File: src/rtl/lms_conv_monitor.sv
// rtl/lms_conv_monitor.sv - windowed MAE/peak convergence monitor for the LMS filter error stream
module lms_conv_monitor #(
  parameter int         WIN_LOG2 = 4,
  parameter logic [9:0] THR_LO   = 10'd16,
  parameter logic [9:0] THR_HI   = 10'd48,
  parameter int         HOLD     = 3,
  parameter logic [9:0] DIV_LIM  = 10'd500
) (
  input  logic              clk,
  input  logic              rst,
  input  logic              en,
  input  logic              clr,
  input  logic signed [9:0] errr,
  output logic [9:0]        mae_out,
  output logic [9:0]        peak_out,
  output logic              mae_valid,
  output logic              converged,
  output logic              lost,
  output logic              diverge,
  output logic [15:0]       win_cnt,
  output logic [1:0]        state
);

  typedef enum logic [1:0] {
    S_IDLE  = 2'd0,
    S_ACQ   = 2'd1,
    S_LOCK  = 2'd2,
    S_FAULT = 2'd3
  } state_t;

  localparam int AW = 10 + WIN_LOG2;

  state_t              state_q;
  logic [AW-1:0]       acc_q;
  logic [9:0]          peak_q;
  logic [WIN_LOG2-1:0] cnt_q;
  logic [3:0]          good_q;
  logic [9:0]          mae_q;
  logic [9:0]          peak_out_q;
  logic                mae_valid_q;
  logic                conv_q;
  logic                lost_q;
  logic                div_q;
  logic [15:0]         win_q;

  logic [9:0]    err_u;
  logic [9:0]    abs_d;
  logic [AW-1:0] acc_d;
  logic [9:0]    peak_d;
  logic [9:0]    mae_d;
  logic [3:0]    good_d;
  logic          accept;
  logic          win_end;

  // Two's-complement negate of -512 yields 10'h200, which reads as 512 unsigned.
  always_comb begin
    err_u   = errr;
    abs_d   = errr[9] ? (~err_u + 10'd1) : err_u;
    acc_d   = acc_q + AW'(abs_d);
    peak_d  = (abs_d > peak_q) ? abs_d : peak_q;
    mae_d   = 10'(acc_d >> WIN_LOG2);
    good_d  = good_q + 4'd1;
    accept  = en && (state_q != S_FAULT);
    win_end = accept && (cnt_q == '1);
  end

  always_ff @(posedge clk) begin
    if (!rst || clr) begin
      state_q     <= S_IDLE;
      acc_q       <= '0;
      peak_q      <= '0;
      cnt_q       <= '0;
      good_q      <= '0;
      mae_q       <= '0;
      peak_out_q  <= '0;
      mae_valid_q <= 1'b0;
      conv_q      <= 1'b0;
      lost_q      <= 1'b0;
      div_q       <= 1'b0;
      win_q       <= '0;
    end else begin
      mae_valid_q <= 1'b0;
      lost_q      <= 1'b0;
      if (accept) begin
        cnt_q <= cnt_q + 1'b1;
        if (state_q == S_IDLE) state_q <= S_ACQ;
        if (win_end) begin
          acc_q       <= '0;
          peak_q      <= '0;
          mae_q       <= mae_d;
          peak_out_q  <= peak_d;
          mae_valid_q <= 1'b1;
          if (win_q != 16'hFFFF) win_q <= win_q + 16'd1;
          // Divergence outranks both lock acquisition and loss of lock.
          if (peak_d >= DIV_LIM) begin
            state_q <= S_FAULT;
            div_q   <= 1'b1;
            conv_q  <= 1'b0;
          end else if (state_q == S_ACQ) begin
            if (mae_d < THR_LO) begin
              good_q <= good_d;
              if (good_d == 4'(HOLD)) begin
                state_q <= S_LOCK;
                conv_q  <= 1'b1;
              end
            end else begin
              good_q <= '0;
            end
          end else if (state_q == S_LOCK && mae_d >= THR_HI) begin
            state_q <= S_ACQ;
            good_q  <= '0;
            conv_q  <= 1'b0;
            lost_q  <= 1'b1;
          end
        end else begin
          acc_q  <= acc_d;
          peak_q <= peak_d;
        end
      end
    end
  end

  assign mae_out   = mae_q;
  assign peak_out  = peak_out_q;
  assign mae_valid = mae_valid_q;
  assign converged = conv_q;
  assign lost      = lost_q;
  assign diverge   = div_q;
  assign win_cnt   = win_q;
  assign state     = state_q;

endmodule
File: config.mk
export PLATFORM = sky130hd
export DESIGN_NAME = lms_conv_monitor
export DESIGN_NICKNAME = d
export VERILOG_FILES = /design/src/rtl/lms_conv_monitor.sv
export SDC_FILE = /design/constraint.sdc
export NUM_CORES = 1
export LEC_CHECK = 0
export BUFFER_PORTS_ARGS = -buffer_cell sky130_fd_sc_hd__clkbuf_2
export CORE_UTILIZATION = 55
export CTS_BUF_LIST = sky130_fd_sc_hd__clkbuf_2
export DETAILED_ROUTE_END_ITERATION = 8
export PLACE_DENSITY = 0.77
export SETUP_SLACK_MARGIN = 0.3
export SLEW_MARGIN = 20
export SYNTH_ARGS = -nofsm -noshare
export SYNTH_HDL_FRONTEND = slang
export SYNTH_SLANG_ARGS = --single-unit
File: constraint.sdc
create_clock -name clk -period 5.7 [get_ports clk]
set_clock_uncertainty 0.1 [all_clocks]
set_input_delay 0.285 -clock clk [delete_from_list [all_inputs] [get_ports clk]]
set_output_delay 0.285 -clock clk [all_outputs]
set_load 0.005 [all_outputs]
==> impl_results.md <==
- 1st-iter DRT viols: 194
- Max-slew headroom: 45.9%
- Count of cell types in the netlist: 68
- GPL Wtd Cong: 1.04
- Sequential share of the synthesized area: 35.1%
- GRT overflow: 0
- Status: finished clean
- Critical path type: in -> reg
- TritonCTS Buffers: 9
- Hold crit path type: in -> reg
- Syn nets: 552
- Synthesized area: 4220 um2
- H-tree depth: 3
- Slew Viols, Final: 0
- Setup Fix Bufs, Post-CTS: 0
- Main synth FF type: dfxtp_1
- Final Power: 997 uW
- Die area: 8020 um2
- Nets: 605
- Synthesized flop and latch total: 74
- Crit path arrival time: 4.70 ns
- Final worst-path cycle share: 75.9%
- Min Tclk post-route: 4.33 ns
- Peak VDD IR: 0.124 mV
- HPWL after DPL: 6960 um
- Clock Latency Late Sink: 0.54 ns
- Port Buf Inserts: 55
- Number of vias per cell: 5.83
- CP startpoint kind: input port
- Mapped Cells: 511
- Syn avg cell area: 8.25 um2
- Share of cells above drive strength 1: 15.8%
- Placed cell area: 4570 um2
- Std cell rows: 31
- Max-cap violation count: 0
- Worst setup path start: errr[0]
- RSZ-0062 raised after global routing: false
- Leak: 0.00184 uW
- Root buf cell: clkbuf_2
- I/O Pins: 56
- Post-synth EDFFs: 0
- Synth warn: 0
- Max Freq: 0.231 GHz
- Slew @ Worst Pin: 0.806 ns
- Die H: 89.5 um
- Fraction of registers with async set/reset: 0%
- CTS tree: done
- Setup-failing EPs final: 0
- Sinks on Clock Net: 74
- Routed WL per cell: 14.5 um
- Critical path data required time: 6.08 ns
- Final instance area: 4710 um2
- Number of remaining DRC errors: 0
- Clock Path Buffers: 2
- First-pass GRT wire length: 15,800 um
- Hold Fails Final Rpt: 0
- Via count: 3,893
- Die X: 89.5 um
- Critical Path Sink Type: flop
- Post-Layout Cell Count: 668
- Remaining antenna violation count after routing: 0
- Reg2reg start: acc_q[0]
- Number of global-route vias before repair: 3,492
- Setup TNS: 0 ns
- Worst-path maximum fanout: 20
- CTS clk-pin slew, worst paths: 0.20 ns
- Initial core utilization: 57.5%
- Core box area: 7330 um2
- Synthesis-to-finish area growth: 11.8%
- Ant diodes: 0
- Initial antenna violation count: 0
- Gr usage total: 25.9%
- Hold Path Origin: rst
- Cell Pwr Density: 212 nW/um2
- Initial DRT Pass Iterations: 4
- Pin count of the biggest net entering global routing: 71
- WL final: 9660 um
- Placed Cells: 649
- Layout Utilization: 64.3%
[registers in the layout (all words and copies together) (netlist names)]
signal     flops
peak_out      10
state          2
mae_valid      1
diverge        1
cnt_q          4
peak_q        10
good_q         4
lost           1
acc_q         14
win_cnt       16
converged      1
mae_out       10
[cell usage in the layout, fill, tap and decap left out, types with 3 or more instances in the layout]
cell            n
a211oi_1        8
a21o_1          3
a21oi_1        44
a22oi_1        20
a31oi_1         3
and2_1          6
and3_1          6
and4_1          4
buf_4           4
clkbuf_2       64
dfxtp_1        74
dlygate4sd3_1   3
ha_1           26
inv_1          19
nand2_1        44
nand2b_1        7
nand3_1        18
nand4_1        10
nor2_1         75
nor2b_1         8
nor3_1          7
o211ai_1        6
o21a_1          3
o21ai_0        10
o21ai_1         3
o22ai_1         3
or3_1           3
xnor2_1        16
xor2_1         18
[cells by family after synthesis]
kind of cell,after synthesis,share of synthesized area [%]
simple gates,205,23.9
compound gates,130,21.7
flops,74,35.1
buf+inv,39,3.56
xor+xnor,34,7.06
fa+ha+maj,27,8.19
mux,2,0.475
[where the power goes]
| part | total, uW | leakage [uW] | internal, uW | switching (uW) |
|---|---|---|---|---|
| clock network | 296 | 0.0000657 | 99.3 | 196 |
| logic | 171 | 0.00117 | 63.3 | 108 |
| registers | 530 | 0.000597 | 525 | 5.49 |
| total | 997 | 0.00184 | 688 | 310 |
[metal layers]
metal | vias to the layer above | GRT usage (%) | wire [um]
met5 | - | 0 | 0
met4 | 0 | 9.52 | 208
met3 | 26 | 5.63 | 633
met2 | 132 | 43.5 | 4480
met1 | 1787 | 32.5 | 4330
li1 | 1948 | - | -
[stage by stage]
stage	setup slack, ns	hold slack, ns
2_1_floorplan	2.05	0.336
3_3_place_gp	1.59	0.336
3_5_place_dp	1.42	0.342
4_1_cts	1.44	0.0969
5_1_grt	0.988	0.0958
6_report	1.37	0.110
[critical path: stages]
cell and delay, ns:
dlygate4sd3_1 0.53, clkbuf_2 0.15, inv_1 0.09, ha_1 0.19, or4b_1 0.47, o21ai_0 0.33, nand2_1 0.20, ha_1 0.32
nand4_1 0.12, a211oi_1 0.06, a2111o_1 0.48, and2_1 0.42, o22ai_2 0.33, nand4_1 0.21, or3_1 0.41, o211ai_1 0.10
[final timing paths]
check        slack, ns         end  cells after the start
max reg2reg       2.45   good_q[3]                     11
max               1.37   good_q[3]                     16
min               0.11   good_q[1]                      4
min reg2reg       0.36  mae_out[6]                      2
[repair_timing]
item	4_1_cts	5_1_grt
hold endpoints to repair	4	0
resized for setup	0	0
hold buffers	3	0
[synthesized netlist by cell type, drive strengths merged (3+ instances only)]
cell / instances / area (um2)
nand4: 10 / 62.6
clkbuf: 16 / 60.1
nor3: 7 / 35.0
dfxtp: 74 / 1480
nand3: 18 / 90.1
o211ai: 6 / 45.0
nor2b: 8 / 50.1
xor2: 18 / 158
nand2b: 8 / 50.1
and3: 6 / 37.5
and4: 4 / 35.0
a21boi: 3 / 33.8
a31o: 3 / 35.0
nor2: 75 / 282
o21a: 3 / 22.5
buf: 4 / 18.8
or3: 4 / 30.0
o22ai: 4 / 31.3
ha: 26 / 325
a31oi: 3 / 18.8
a21oi: 44 / 220
o21ai: 13 / 65.1
nor4b: 3 / 32.5
nand2: 44 / 165
xnor2: 16 / 140
and2: 6 / 37.5
a211oi: 9 / 72.6
a21o: 3 / 22.5
a22oi: 20 / 150
inv: 19 / 71.3
[layout make-up]
class | count | area (um2)
Fill cell | 658 | 2620
Multi-Input combinational cell | 398 | 2590
Sequential cell | 74 | 1480
Timing Repair Buffer | 62 | 335
Tap cell | 99 | 124
Inverter | 19 | 71.3
Clock inverter | 7 | 67.6
Clock buffer | 9 | 45.0
Power figures use the tool's default switching activity.
